<file path="src/rtl/clint_vec.sv">
// clint_vec -- core-local interrupt controller for the RV32 core.
//
// Arbitrates ecall/ebreak, INT_NUM level-sensitive external sources (fixed
// priority, lowest index wins, per-source mie mask, global mstatus.MIE) and
// mret. Sequences the mepc/mstatus/mcause CSR writes, stalls the pipeline
// while busy and redirects execution with a one-cycle pulse.
//
// Optional feature macro: CLINT_VECTORED_EN
//   When defined and mtvec[1:0]==2'b01, asynchronous traps jump to
//   base + 4*(16+src). Otherwise every trap jumps to the mtvec base.
//
// Ports:
//   clk, rst_n          core clock, asynchronous active-low reset
//   int_req_i           level interrupt requests (bit i = source i)
//   csr_mie_i           per-source enable mask
//   inst_valid_i        inst_i/inst_addr_i carry a real instruction
//   inst_i, inst_addr_i instruction in decode and its PC
//   jump_flag_i/addr_i  ex redirect this cycle and its target
//   csr_mtvec_i, csr_mepc_i, csr_mstatus_i   current CSR values
//   hold_flag_o         pipeline stall request
//   we_o, waddr_o, data_o   CSR write port
//   int_assert_o, int_addr_o   one-cycle redirect pulse and target
//   int_ack_o           one-hot acknowledge of the taken source
module clint_vec #(
  parameter int INT_NUM        = 8,
  parameter int DATA_WIDTH     = 32,
  parameter int CSR_ADDR_WIDTH = 32
) (
  input  logic                      clk,
  input  logic                      rst_n,
  input  logic [INT_NUM-1:0]        int_req_i,
  input  logic [INT_NUM-1:0]        csr_mie_i,
  input  logic                      inst_valid_i,
  input  logic [31:0]               inst_i,
  input  logic [DATA_WIDTH-1:0]     inst_addr_i,
  input  logic                      jump_flag_i,
  input  logic [DATA_WIDTH-1:0]     jump_addr_i,
  input  logic [DATA_WIDTH-1:0]     csr_mtvec_i,
  input  logic [DATA_WIDTH-1:0]     csr_mepc_i,
  input  logic [DATA_WIDTH-1:0]     csr_mstatus_i,
  output logic                      hold_flag_o,
  output logic                      we_o,
  output logic [CSR_ADDR_WIDTH-1:0] waddr_o,
  output logic [DATA_WIDTH-1:0]     data_o,
  output logic                      int_assert_o,
  output logic [DATA_WIDTH-1:0]     int_addr_o,
  output logic [INT_NUM-1:0]        int_ack_o
);

  localparam logic [31:0] INST_ECALL  = 32'h0000_0073;
  localparam logic [31:0] INST_EBREAK = 32'h0010_0073;
  localparam logic [31:0] INST_MRET   = 32'h3020_0073;

  localparam logic [CSR_ADDR_WIDTH-1:0] ADDR_MSTATUS = CSR_ADDR_WIDTH'(12'h300);
  localparam logic [CSR_ADDR_WIDTH-1:0] ADDR_MEPC    = CSR_ADDR_WIDTH'(12'h341);
  localparam logic [CSR_ADDR_WIDTH-1:0] ADDR_MCAUSE  = CSR_ADDR_WIDTH'(12'h342);

  typedef enum logic [2:0] {
    S_IDLE, S_W_MEPC, S_W_MSTATUS, S_W_MCAUSE, S_W_MRET, S_ASSERT
  } state_t;

  typedef enum logic [1:0] {D_NONE, D_SYNC, D_ASYNC, D_MRET} decision_t;

  state_t                  state;
  decision_t               decision;
  logic [INT_NUM-1:0]      pending;
  logic [3:0]              pend_idx;
  logic                    pend_any;
  logic [DATA_WIDTH-1:0]   sync_epc;
  logic [DATA_WIDTH-1:0]   async_epc;
  logic [DATA_WIDTH-1:0]   mstatus_trap;
  logic [DATA_WIDTH-1:0]   mstatus_mret;
  logic [DATA_WIDTH-1:0]   trap_base;
  logic [DATA_WIDTH-1:0]   trap_target;
  logic [DATA_WIDTH-1:0]   epc_q;
  logic [31:0]             cause_q;
  logic [3:0]              src_q;
  logic                    async_q;

  assign pending = int_req_i & csr_mie_i;

  // Lowest-index pending source wins: scanning downward lets the lowest
  // set bit overwrite any higher one.
  always_comb begin
    pend_idx = '0;
    pend_any = 1'b0;
    for (int i = INT_NUM - 1; i >= 0; i--) begin
      if (pending[i]) begin
        pend_idx = 4'(i);
        pend_any = 1'b1;
      end
    end
  end

  // Synchronous exceptions beat interrupts, which beat mret.
  always_comb begin
    decision = D_NONE;
    if (state == S_IDLE && inst_valid_i) begin
      if (inst_i == INST_ECALL || inst_i == INST_EBREAK)
        decision = D_SYNC;
      else if (pend_any && csr_mstatus_i[3])
        decision = D_ASYNC;
      else if (inst_i == INST_MRET)
        decision = D_MRET;
    end
  end

  assign hold_flag_o = (state != S_IDLE) || (decision != D_NONE);

  // When ex is redirecting, a synchronous trap belongs to the instruction
  // just before the jump target; an interrupt resumes at the target itself.
  assign sync_epc  = jump_flag_i ? (jump_addr_i - DATA_WIDTH'(4)) : inst_addr_i;
  assign async_epc = jump_flag_i ? jump_addr_i : inst_addr_i;

  always_comb begin
    mstatus_trap    = csr_mstatus_i;
    mstatus_trap[7] = csr_mstatus_i[3];
    mstatus_trap[3] = 1'b0;
    mstatus_mret    = csr_mstatus_i;
    mstatus_mret[3] = csr_mstatus_i[7];
    mstatus_mret[7] = 1'b1;
  end

  assign trap_base = {csr_mtvec_i[DATA_WIDTH-1:2], 2'b00};

`ifdef CLINT_VECTORED_EN
  always_comb begin
    if (async_q && csr_mtvec_i[1:0] == 2'b01)
      trap_target = trap_base + DATA_WIDTH'((32'd16 + 32'(src_q)) << 2);
    else
      trap_target = trap_base;
  end
`else
  logic unused_mode;
  assign unused_mode = ^{csr_mtvec_i[1:0], async_q};
  assign trap_target = trap_base;
`endif

  // Outputs are registered alongside the state: each transition loads the
  // values that belong to the state being entered.
  always_ff @(posedge clk or negedge rst_n) begin
    if (!rst_n) begin
      state        <= S_IDLE;
      epc_q        <= '0;
      cause_q      <= '0;
      src_q        <= '0;
      async_q      <= 1'b0;
      we_o         <= 1'b0;
      waddr_o      <= '0;
      data_o       <= '0;
      int_assert_o <= 1'b0;
      int_addr_o   <= '0;
      int_ack_o    <= '0;
    end else begin
      we_o         <= 1'b0;
      waddr_o      <= '0;
      data_o       <= '0;
      int_assert_o <= 1'b0;
      int_addr_o   <= '0;
      int_ack_o    <= '0;
      unique case (state)
        S_IDLE: begin
          unique case (decision)
            D_SYNC: begin
              state   <= S_W_MEPC;
              epc_q   <= sync_epc;
              cause_q <= (inst_i == INST_ECALL) ? 32'd11 : 32'd3;
              src_q   <= '0;
              async_q <= 1'b0;
              we_o    <= 1'b1;
              waddr_o <= ADDR_MEPC;
              data_o  <= sync_epc;
            end
            D_ASYNC: begin
              state   <= S_W_MEPC;
              epc_q   <= async_epc;
              cause_q <= 32'h8000_0000 | (32'd16 + 32'(pend_idx));
              src_q   <= pend_idx;
              async_q <= 1'b1;
              we_o    <= 1'b1;
              waddr_o <= ADDR_MEPC;
              data_o  <= async_epc;
            end
            D_MRET: begin
              state   <= S_W_MRET;
              async_q <= 1'b0;
              we_o    <= 1'b1;
              waddr_o <= ADDR_MSTATUS;
              data_o  <= mstatus_mret;
            end
            default: state <= S_IDLE;
          endcase
        end
        S_W_MEPC: begin
          state   <= S_W_MSTATUS;
          we_o    <= 1'b1;
          waddr_o <= ADDR_MSTATUS;
          data_o  <= mstatus_trap;
        end
        S_W_MSTATUS: begin
          state   <= S_W_MCAUSE;
          we_o    <= 1'b1;
          waddr_o <= ADDR_MCAUSE;
          data_o  <= DATA_WIDTH'(cause_q);
        end
        S_W_MCAUSE: begin
          state        <= S_ASSERT;
          int_assert_o <= 1'b1;
          int_addr_o   <= trap_target;
          if (async_q)
            int_ack_o <= INT_NUM'(1) << src_q;
        end
        S_W_MRET: begin
          state        <= S_ASSERT;
          int_assert_o <= 1'b1;
          int_addr_o   <= csr_mepc_i;
        end
        S_ASSERT: state <= S_IDLE;
        default:  state <= S_IDLE;
      endcase
    end
  end

  // Unused upper epc bits are kept for debug visibility of the latched PC.
  logic unused_epc;
  assign unused_epc = ^epc_q;

endmodule

</file>
<file path="config.mk">
export PLATFORM = sky130hd
export DESIGN_NAME = clint_vec
export DESIGN_NICKNAME = d
export VERILOG_FILES = /design/src/rtl/clint_vec.sv
export SDC_FILE = /design/constraint.sdc
export NUM_CORES = 1
export LEC_CHECK = 0
export ABC_AREA = 0
export BUFFER_PORTS_ARGS = -buffer_cell sky130_fd_sc_hd__buf_4
export CAP_MARGIN = 20
export CORE_MARGIN = 8
export CORE_UTILIZATION = 40
export DETAILED_ROUTE_END_ITERATION = 10
export PLACE_DENSITY_LB_ADDON = 0.15
export SYNTH_ARGS = -nofsm -noshare
export SYNTH_HDL_FRONTEND = slang
export SYNTH_SLANG_ARGS = --single-unit
</file>
<file path="constraint.sdc">
create_clock -name clk -period 9 [get_ports clk]
set_input_delay 0.45 -clock clk [delete_from_list [all_inputs] [get_ports clk]]
set_output_delay 0.45 -clock clk [all_outputs]
set_load 0.01 [all_outputs]
</file>
==> results of run 1 <==
-- area by class of cell --
class	count	area share (%)
Timing Repair Buffer	297	30.0
Tap cell	168	2.80
Multi-Input combinational cell	400	33.2
Inverter	15	0.751
Clock inverter	6	0.751
Sequential cell	88	29.4
Clock buffer	10	3.19
-- worst max-delay path, cell delays in order --
cell      delay, ns
buf_4          0.11
nor4b_1        0.32
nand2_1        0.09
nor3_1         0.45
a21boi_0       0.23
or3b_2         0.53
ha_1           0.28
inv_1          0.09
a21oi_1        0.07
nor3_2         0.85
buf_4          0.40
o21ai_0        0.11
a31oi_1        0.22
-- sequential cells by signal (all words and copies together), names as in the netlist, 2 cells and up --
register	cells
int_ack_o	8
waddr_o	4
int_addr_o	32
data_o	32
cause_q	5
state	3
src_q	2
-- per-layer routing --
metal	part of all wire [%]	GRT usage, %	routed length (um)	up-vias
li1	-	-	-	2510
met1	38	26.9	7640	2583
met2	49	40.5	9940	329
met3	11	7.95	2130	34
met4	2.6	9.24	523	0
met5	0	0	0	-
-- per-stage QoR --
step / utilization (%) / area, um2
after global placement: 59.5 / 7170
after CTS: 61.9 / 7470
after detailed placement: 59.5 / 7170
final: 62.2 / 7500
after floorplan: - / 5070
after global routing: 62.2 / 7500
-- cell families (layout without fill, tap and decap cells) --
logic type / count (synthesis) / count (layout) / share of synthesized area, %
mux: 8 / 8 / 1.64
xor+xnor: 3 / 3 / 0.529
simple gates: 192 / 192 / 20.8
flops: 88 / 88 / 44.3
compound gates: 164 / 164 / 23.1
buf+inv: 76 / 328 / 8.05
fa+ha+maj: 6 / 6 / 1.51
other cells: 1 / 27 / 0.0754
-- power groups by stage --
stage	combinational, uW	clock [uW]	sequential (uW)
detailed placement	581	0	570
global placement	574	0	566
floorplan	255	0	586
finish	584	374	563
CTS	585	382	563
global route	632	398	573
-- path summary, 6_finish.rpt --
check / endpoint / slack, ns / depth (start not counted) / startpoint
setup / recovery: data_o[25]$_DFF_PN0_ / 5.03 / 13 / inst_i[9]
hold / removal: waddr_o[6]$_DFF_PN0_ / 0.08 / 1 / rst_n
setup reg to reg: data_o[25]$_DFF_PN0_ / 5.19 / 10 / state[2]$_DFF_PN0_
hold reg to reg: cause_q[3]$_DFFE_PN0P_ / 0.51 / 2 / cause_q[3]$_DFFE_PN0P_
max in group asynchronous: data_o[9]$_DFF_PN0_ / 8.28 / 2 / rst_n
min in group clk: data_o[10]$_DFF_PN0_ / 0.30 / 3 / csr_mstatus_i[10]
-- cell usage in the layout (no fill, tap or decap), types with 3 or more instances in the layout --
master and n:
a22oi_1 7, clkbuf_16 9, inv_1 14, or2_2 3, and4_1 4, o211ai_1 5, a21oi_1 25, o31ai_1 4
inv_6 3, a22o_1 37, nand2_1 49, a31oi_1 11, buf_4 296, o21ai_0 40, nor3b_2 3, nor2b_1 3
ha_1 6, nor4b_1 3, or4_1 4, conb_1 27, nor3b_1 4, and3_1 4, a32o_1 4, dfrtp_1 88
o221ai_1 4, nand4_1 5, nor3_1 15, nor2_1 33, mux2i_1 7, a221o_1 3, nand2b_1 9, nand3_1 21
a311oi_1 3, or3_1 3, nor4_1 12
==> results.yml, run 1 <==
yosys:
  synth_cells: 538
  netlist_area_um2: 4970
  yosysSeqAreaShare_pct: 44.3
  yosys_warnings: 0
  synth.most_common_cell: "dfrtp_1"
  yosysTopAreaCell: "dfrtp_1"
  synthDistinctLibCells: 66
  synth.avg_cell_area_um2: 9.24
  async_reset_ff_share_pct: 100
  synth-seq-cells: 88
  synth_common_cells: "dfrtp_1 (88), nand2_1 (49), o21ai_0 (40)"
  synth_top_area_share_pct: 44.3
  yosys-top-cells-area: "dfrtp_1 (44%), a22o_1 (6.5%), buf_4 (4.5%)"
  synth_top_flop_cell: "dfrtp_1"
  synth_edf_count: 0
layout:
  layout.cells.non_filler: 984
  seqCellArea_um2: 2200
  diodes: 0
  num-fill-cells: 1018
  syn_to_final_growth_pct: 50.9
  multi_input_area_um2: 2490
  drive_gt1_share_pct: 40.1
  fin_nets: 1029
floorplanning:
  pin_count: 319
  die_area_um2: 16300
  start_util_pct: 41.2
  die_y_um: 127
  fp-row-count: 40
  fp.coreArea_um2: 12100
  die_w_um: 127
cts:
  post_cts_buffers: 0
  cts-root-buf: "clkbuf_16"
  tritoncts: "done"
  ctsHoldBuffers: 0
  cts-resized-gates: 0
  cts-htree-levels: 3
  numCtsBuffers: 9
  clkTransAtPathRegs_ns: 0.07
  cts_buffer_depth: 2
  clk_latency_ns: 0.34
  clock_sinks: 88
hold_path:
  hold_class: "in -> async"
power_and_ir_drop:
  seq_power_share_pct: 37.0
  netSwitchingPower_uw: 535
  power_leakage_uw: 0.00370
  peakVddDrop_uv: 87.6
  pwr-share-comb_pct: 38.4
  swShare_pct: 35.2
  power_density_nw_per_um2: 203
  p_int_uw: 985
  total_power_uw: 1520
  clock_power_share_pct: 24.6
sta:
  skew_ns: 0.00873
  worstMarginPinSlew_ns: 1.12
  timing.final.hold_violations: 0
  setup_viol: 0
  finalMaxSlewViolations: 0
  rsz0062_at_grt: "false"
  fin_crit_ns: 3.97
  fin_hold_ws_ns: 0.0818
  finalCritPeriodShare_pct: 44.1
  final.setup.tns_ns: 0
  fmax_mhz: 252
  timing.slew.headroom_pct: 25.2
  setup_ws_ns: 5.03
place:
  dp_hpwl_mm: 15.6
  port-buffer-count: 289
  gp_congestion: 0.905
  numPlacedInstances: 966
  dp_slack_ns: 4.43
route:
  antenna_left: 0
  num_vias: 5456
  drc: 0
  post_drt_wl_per_cell_um: 20.6
  drtIter0Drc: 479
  routed_via_density: 5.54
  firstDrtPassIters: 5
  wl_mm: 20.2
global_route:
  antenna_found_initial: 0
  grt.overflow.total: 0
  grt_pass1_wl_mm: 30.3
  grt_start_max_net_pins: 89
  grt_pass1_vias: 5607
  track_usage_pct: 23.7
status:
  status: "complete, no violations"
setup_path:
  cp_max_fo: 16
  worstSetupEndpointType: "flip-flop"
  arrival_ns: 4.22
  start_kind: "input port"
  crit_required_ns: 9.25
  worstSetupPathType: "in -> reg"
job:
  maxCapViolCount: 0
Power figures use the tool's default switching activity.
==> run 2, diff against run 1 <==
Settings changed: ABC_AREA 0 to 1.
Clock period 9 ns to 4.1 ns, I/O delays scaled along.
==> results.yml, run 2 <==
place:
  dp_slack_ns: 0.896
  numPlacedInstances: 1275
  gp_congestion: 0.946
  port-buffer-count: 289
  dp_hpwl_mm: 17.8
yosys:
  async_reset_ff_share_pct: 100
  synth-seq-cells: 88
  synth_edf_count: 0
  yosysSeqAreaShare_pct: 38.3
  yosys_warnings: 0
  synth_cells: 830
  synth.most_common_cell: "nand2_1"
  synth_common_cells: "nand2_1 (265), nor2_1 (132), dfrtp_1 (88)"
  synth.avg_cell_area_um2: 6.93
  synth_top_area_share_pct: 38.3
  synth_top_flop_cell: "dfrtp_1"
  netlist_area_um2: 5750
  yosysTopAreaCell: "dfrtp_1"
  synthDistinctLibCells: 37
  yosys-top-cells-area: "dfrtp_1 (38%), nand2_1 (17%), nor2_1 (8.6%)"
setup_path:
  r2r-start: "state[1]$_DFF_PN0_"
  critPathMaxStageDelay_ns: 0.65
  arrival_ns: 3.30
  cp.depth: 12
  cp_slowest_cell: "ha_1"
  critical_path_buf_inv_count: 2
  r2r_slack_ns: 1.05
  cp_max_fo: 16
  cp_top_family: "compound AO/OA/AOI/OAI gates"
  startpoint: "state[1]$_DFF_PN0_"
  worstSetupPathType: "reg -> reg"
  crit_top_cell: "o21ai_0"
  r2r-end: "data_o[8]$_DFF_PN0_"
  path_cells: "nor2_2 -> nand2_2 -> inv_1 -> nand2_1 -> a21oi_1 -> ha_1 -> inv_1 -> o21ai_0 -> nand3_1 -> o21ai_0 -> nand2_1 -> o21ai_0"
  crit_required_ns: 4.36
  worstSetupEndpointType: "flip-flop"
  crit_end: "data_o[8]$_DFF_PN0_"
  start_kind: "flip-flop"
  r2r_cells: 12
floorplanning:
  start_util_pct: 40.2
  die_y_um: 136
  die_area_um2: 18500
  fp.coreArea_um2: 14300
  pin_count: 319
  fp-row-count: 44
  die_w_um: 136
cts:
  numCtsBuffers: 9
  clock_sinks: 88
  cts_buffer_depth: 2
  clk_latency_ns: 0.34
  tritoncts: "done"
  cts-root-buf: "clkbuf_16"
  cts-htree-levels: 3
  clkTransAtPathRegs_ns: 0.07
global_route:
  grt.overflow.total: 0
  grt_start_max_net_pins: 50
  grt_pass1_wl_mm: 33.9
  antenna_found_initial: 0
  grt_pass1_vias: 6131
  track_usage_pct: 23.4
status:
  status: "complete, no violations"
job:
  maxCapViolCount: 0
layout:
  drive_gt1_share_pct: 31.5
  fin_util_pct: 58.0
  num-fill-cells: 1445
  fin_nets: 1321
  syn_to_final_growth_pct: 44.3
  mostFrequentLayoutCells: "buf_4 (297), nand2_1 (265), nor2_1 (132)"
  final_common_cell: "buf_4"
  reg.largest.list: "data_o x32, int_addr_o x32, int_ack_o x8"
  layout.cells.non_filler: 1292
  diodes: 0
sta:
  skew_ns: 0.00823
  fin_crit_ns: 3.05
  finalCritPeriodShare_pct: 74.3
  setup_ws_ns: 1.05
  finalMaxSlewViolations: 0
  final.setup.tns_ns: 0
  timing.final.hold_violations: 0
  rsz0062_at_grt: "false"
  fin_hold_ws_ns: 0.0727
  setup_viol: 0
  timing.slew.headroom_pct: 52.8
  fmax_mhz: 328
  worstMarginPinSlew_ns: 0.705
hold_path:
  hold_class: "in -> reg"
route:
  post_drt_wl_per_cell_um: 17.3
  drtIter0Drc: 494
  routed_via_density: 4.95
  wl_mm: 22.4
  drc: 0
  num_vias: 6392
  antenna_left: 0
  firstDrtPassIters: 5
power_and_ir_drop:
  power_leakage_uw: 0.00439
  peakVddDrop_uv: 222
  power_density_nw_per_um2: 425
run 2: cell count changes in the layout (fill, tap and decap cells not counted), moves of 19 or more:
cell / previous run / this run
nand3_1: 21 / 48
nand2_1: 49 / 265
nor2_1: 33 / 132
a32o_1: 4 / 30
a21oi_1: 25 / 6
inv_1: 14 / 64
a22o_1: 37 / 2
run 2: final cells by class:
class,count,area [um2],share of cell area (%)
Inverter,71,267,3.21
Timing Repair Buffer,298,2240,27.0
Multi-Input combinational cell,635,3030,36.5
Sequential cell,88,2200,26.5
Clock inverter,6,97.6,1.18
Clock buffer,10,239,2.88
Tap cell,184,230,2.77
run 2: stage by stage:
stage / cell area (um2) / power (uW)
CTS: 8310 / 3560
floorplan: 5850 / 1900
global route: 8310 / 3730
global placement: 7960 / 2620
finish: 8310 / 3530
detailed placement: 7960 / 2640
run 2: logic make-up (layout without fill, tap and decap cells):
group / Yosys count / after routing / synth area share (%)
buffers and inverters: 133 / 385 / 11.0
AO/OA/AOI/OAI: 101 / 101 / 12.6
adder cells (fa/ha/maj): 6 / 6 / 1.30
other: 1 / 27 / 0.0652
multiplexers: 1 / 1 / 0.174
XOR/XNOR: 1 / 1 / 0.152
flip-flops: 88 / 88 / 38.3
AND/OR/NAND/NOR: 499 / 499 / 36.4
run 2: worst min-delay path by stage:
stage | from | end | depth (start not counted)
4_1_cts | csr_mstatus_i[17] | data_o[17]$_DFF_PN0_ | 3
2_1_floorplan | rst_n | async_q$_DFFE_PN0P_ | 0
3_5_place_dp | rst_n | int_addr_o[5]$_DFF_PN0_ | 1
5_1_grt | csr_mstatus_i[17] | data_o[17]$_DFF_PN0_ | 3
3_3_place_gp | rst_n | int_addr_o[5]$_DFF_PN0_ | 1
6_report | csr_mstatus_i[23] | data_o[23]$_DFF_PN0_ | 3
run 2: worst min-delay path, stage by stage:
cell     delay [ns]
buf_4          0.08
nand2_1        0.04
nand2_1        0.05
run 2: layer usage:
metal	vias up	wire, um	global-route usage (%)	part of all wire, %
met1	2938	9270	29.7	41
met3	24	1890	6.21	8.4
met4	0	405	6.16	1.8
met2	253	10800	38.5	48
li1	3177	-	-	-
met5	-	0	0	0
run 2: timing repair:
item                      CTS  global route
hold buffers                1             0
resized for setup           0             0
buffers inserted            0             0
hold endpoints to repair   47             0
run 2: where the power goes:
group	switching [uW]	internal, uW
clock network	359	560
logic	790	609
registers	104	1100
==> run 3, diff against run 2 <==
Settings changed: ABC_AREA 1 to 0.
Clock period 4.1 ns to 3 ns, I/O delays scaled along.
==> results.yml, run 3 (synthesis results as in run 1) <==
route:
  antenna_left: 0
  drtIter0Drc: 572
  firstDrtPassIters: 5
  post_drt_wl_per_cell_um: 20.0
  drc: 0
  wl_mm: 20.3
  num_vias: 5501
  routed_via_density: 5.43
cts:
  cts-htree-levels: 3
  clkTransAtPathRegs_ns: 0.07
  cts-root-buf: "clkbuf_16"
  clock_sinks: 88
  post_cts_buffers: 0
  numCtsBuffers: 9
  clk_latency_ns: 0.34
  cts_buffer_depth: 2
  tritoncts: "done"
place:
  port-buffer-count: 289
  dp_hpwl_mm: 16.1
  post_dp_cell_area_um2: 7390
  gp_congestion: 0.915
setup_path:
  cp_slowest_cell: "dlygate4sd3_1"
  cp_max_fo: 7
  critPathMaxStageDelay_ns: 0.53
  crit_required_ns: 3.27
  start_kind: "input port"
  path_cells: "dlygate4sd3_1 -> buf_4 -> and4b_1 -> a21boi_0 -> or3b_2 -> ha_1 -> buf_4 -> nor4_4 -> buf_4 -> nand2_1 -> and3_1 -> nand3_1 -> a32o_1"
  worstSetupEndpointType: "flip-flop"
  critical_path_buf_inv_count: 4
  arrival_ns: 3.13
  cp_top_family: "simple AND/OR/NAND/NOR gates"
  worstSetupPathType: "in -> reg"
  crit_top_cell: "buf_4"
sta:
  final.setup.tns_ns: 0
  fmax_mhz: 350
  timing.final.hold_violations: 0
  rsz0062_at_grt: "false"
  worstMarginPinSlew_ns: 0.963
  fin_crit_ns: 2.86
  finalCritPeriodShare_pct: 95.2
  timing.slew.headroom_pct: 35.7
  setup_viol: 0
  skew_ns: 0.0111
  finalMaxSlewViolations: 0
hold_path:
  hold_class: "in -> reg"
global_route:
  grt_pass1_vias: 5648
  grt_pass1_wl_mm: 30.4
  grt_start_max_net_pins: 60
  antenna_found_initial: 0
  track_usage_pct: 23.6
  grt.overflow.total: 0
layout:
  final_common_cell: "buf_4"
  reg.largest.list: "data_o x32, int_addr_o x32, int_ack_o x8"
  drive_gt1_share_pct: 42.1
  diodes: 0
  syn_to_final_growth_pct: 55.3
  mostFrequentLayoutCells: "buf_4 (324), dfrtp_1 (88), nand2_1 (49)"
  num-fill-cells: 1012
  fin_nets: 1059
  finalInstanceArea_um2: 7720
floorplanning:
  die_area_um2: 16300
  die_y_um: 127
  fp.coreArea_um2: 12100
  pin_count: 319
  die_w_um: 127
  fp-row-count: 40
  start_util_pct: 41.2
status:
  status: "complete, no violations"
power_and_ir_drop:
  power_density_nw_per_um2: 601
  peakVddDrop_uv: 271
  power_leakage_uw: 0.00384
job:
  maxCapViolCount: 0
[run 3: layer usage]
metal	vias up	part of all wire [%]	global-route usage [%]
met3	29	9.0	7.07
met4	0	1.5	7.28
li1	2554	-	-
met1	2623	38	27.4
met5	-	0	0
met2	295	51	41.0
[run 3: power breakdown]
group          switching, uW  internal [uW]
clock network            477            590
registers                146           1490
logic                    997            936
total                   1620           3020
[run 3: worst paths after layout]
check	cells past startpoint	slack (ns)	start	end
max	13	0.14	inst_i[20]	data_o[19]$_DFF_PN0_
min	3	0.01	csr_mstatus_i[8]	data_o[8]$_DFF_PN0_
max reg2reg	11	0.17	state[2]$_DFF_PN0_	data_o[19]$_DFF_PN0_
min reg2reg	2	0.51	cause_q[3]$_DFFE_PN0P_	cause_q[3]$_DFFE_PN0P_
max in group asynchronous	3	1.82	rst_n	int_addr_o[10]$_DFF_PN0_
min in group asynchronous	2	0.39	rst_n	data_o[28]$_DFF_PN0_
[run 3: cell type report]
cell class,instances,area [um2],area share (%)
Timing Repair Buffer,327,2460,31.9
Clock buffer,11,243,3.14
Tap cell,168,210,2.72
Multi-Input combinational cell,400,2510,32.5
Sequential cell,88,2200,28.5
Inverter,15,56.3,0.729
Clock inverter,5,38.8,0.502
[run 3: what timing repair did]
action / 4_1_cts / 5_1_grt
setup endpoints to repair: 0 / 11
hold endpoints to repair: 54 / 0
hold buffers: 3 / 0
resized for setup: 0 / 3
[run 3: tightest hold or removal path: stages]
cell	delay, ns
buf_4	0.07
nand2_1	0.04
o31ai_1	0.05
[run 3: metrics by stage]
step           instances  hold WS [ns]  setup WS [ns]  total power [uW]  utilization (%)
4_1_cts             1014       0.00835          0.104              4650             63.9
5_1_grt             1014        0.0207        0.00895              4890             64.0
3_3_place_gp         995         0.257        -0.0187              3530             61.3
6_report            1014        0.0105          0.143              4640             64.0
2_1_floorplan        564        -0.146         0.0777              2520                -
3_5_place_dp         995         0.266        -0.0381              3560             61.3
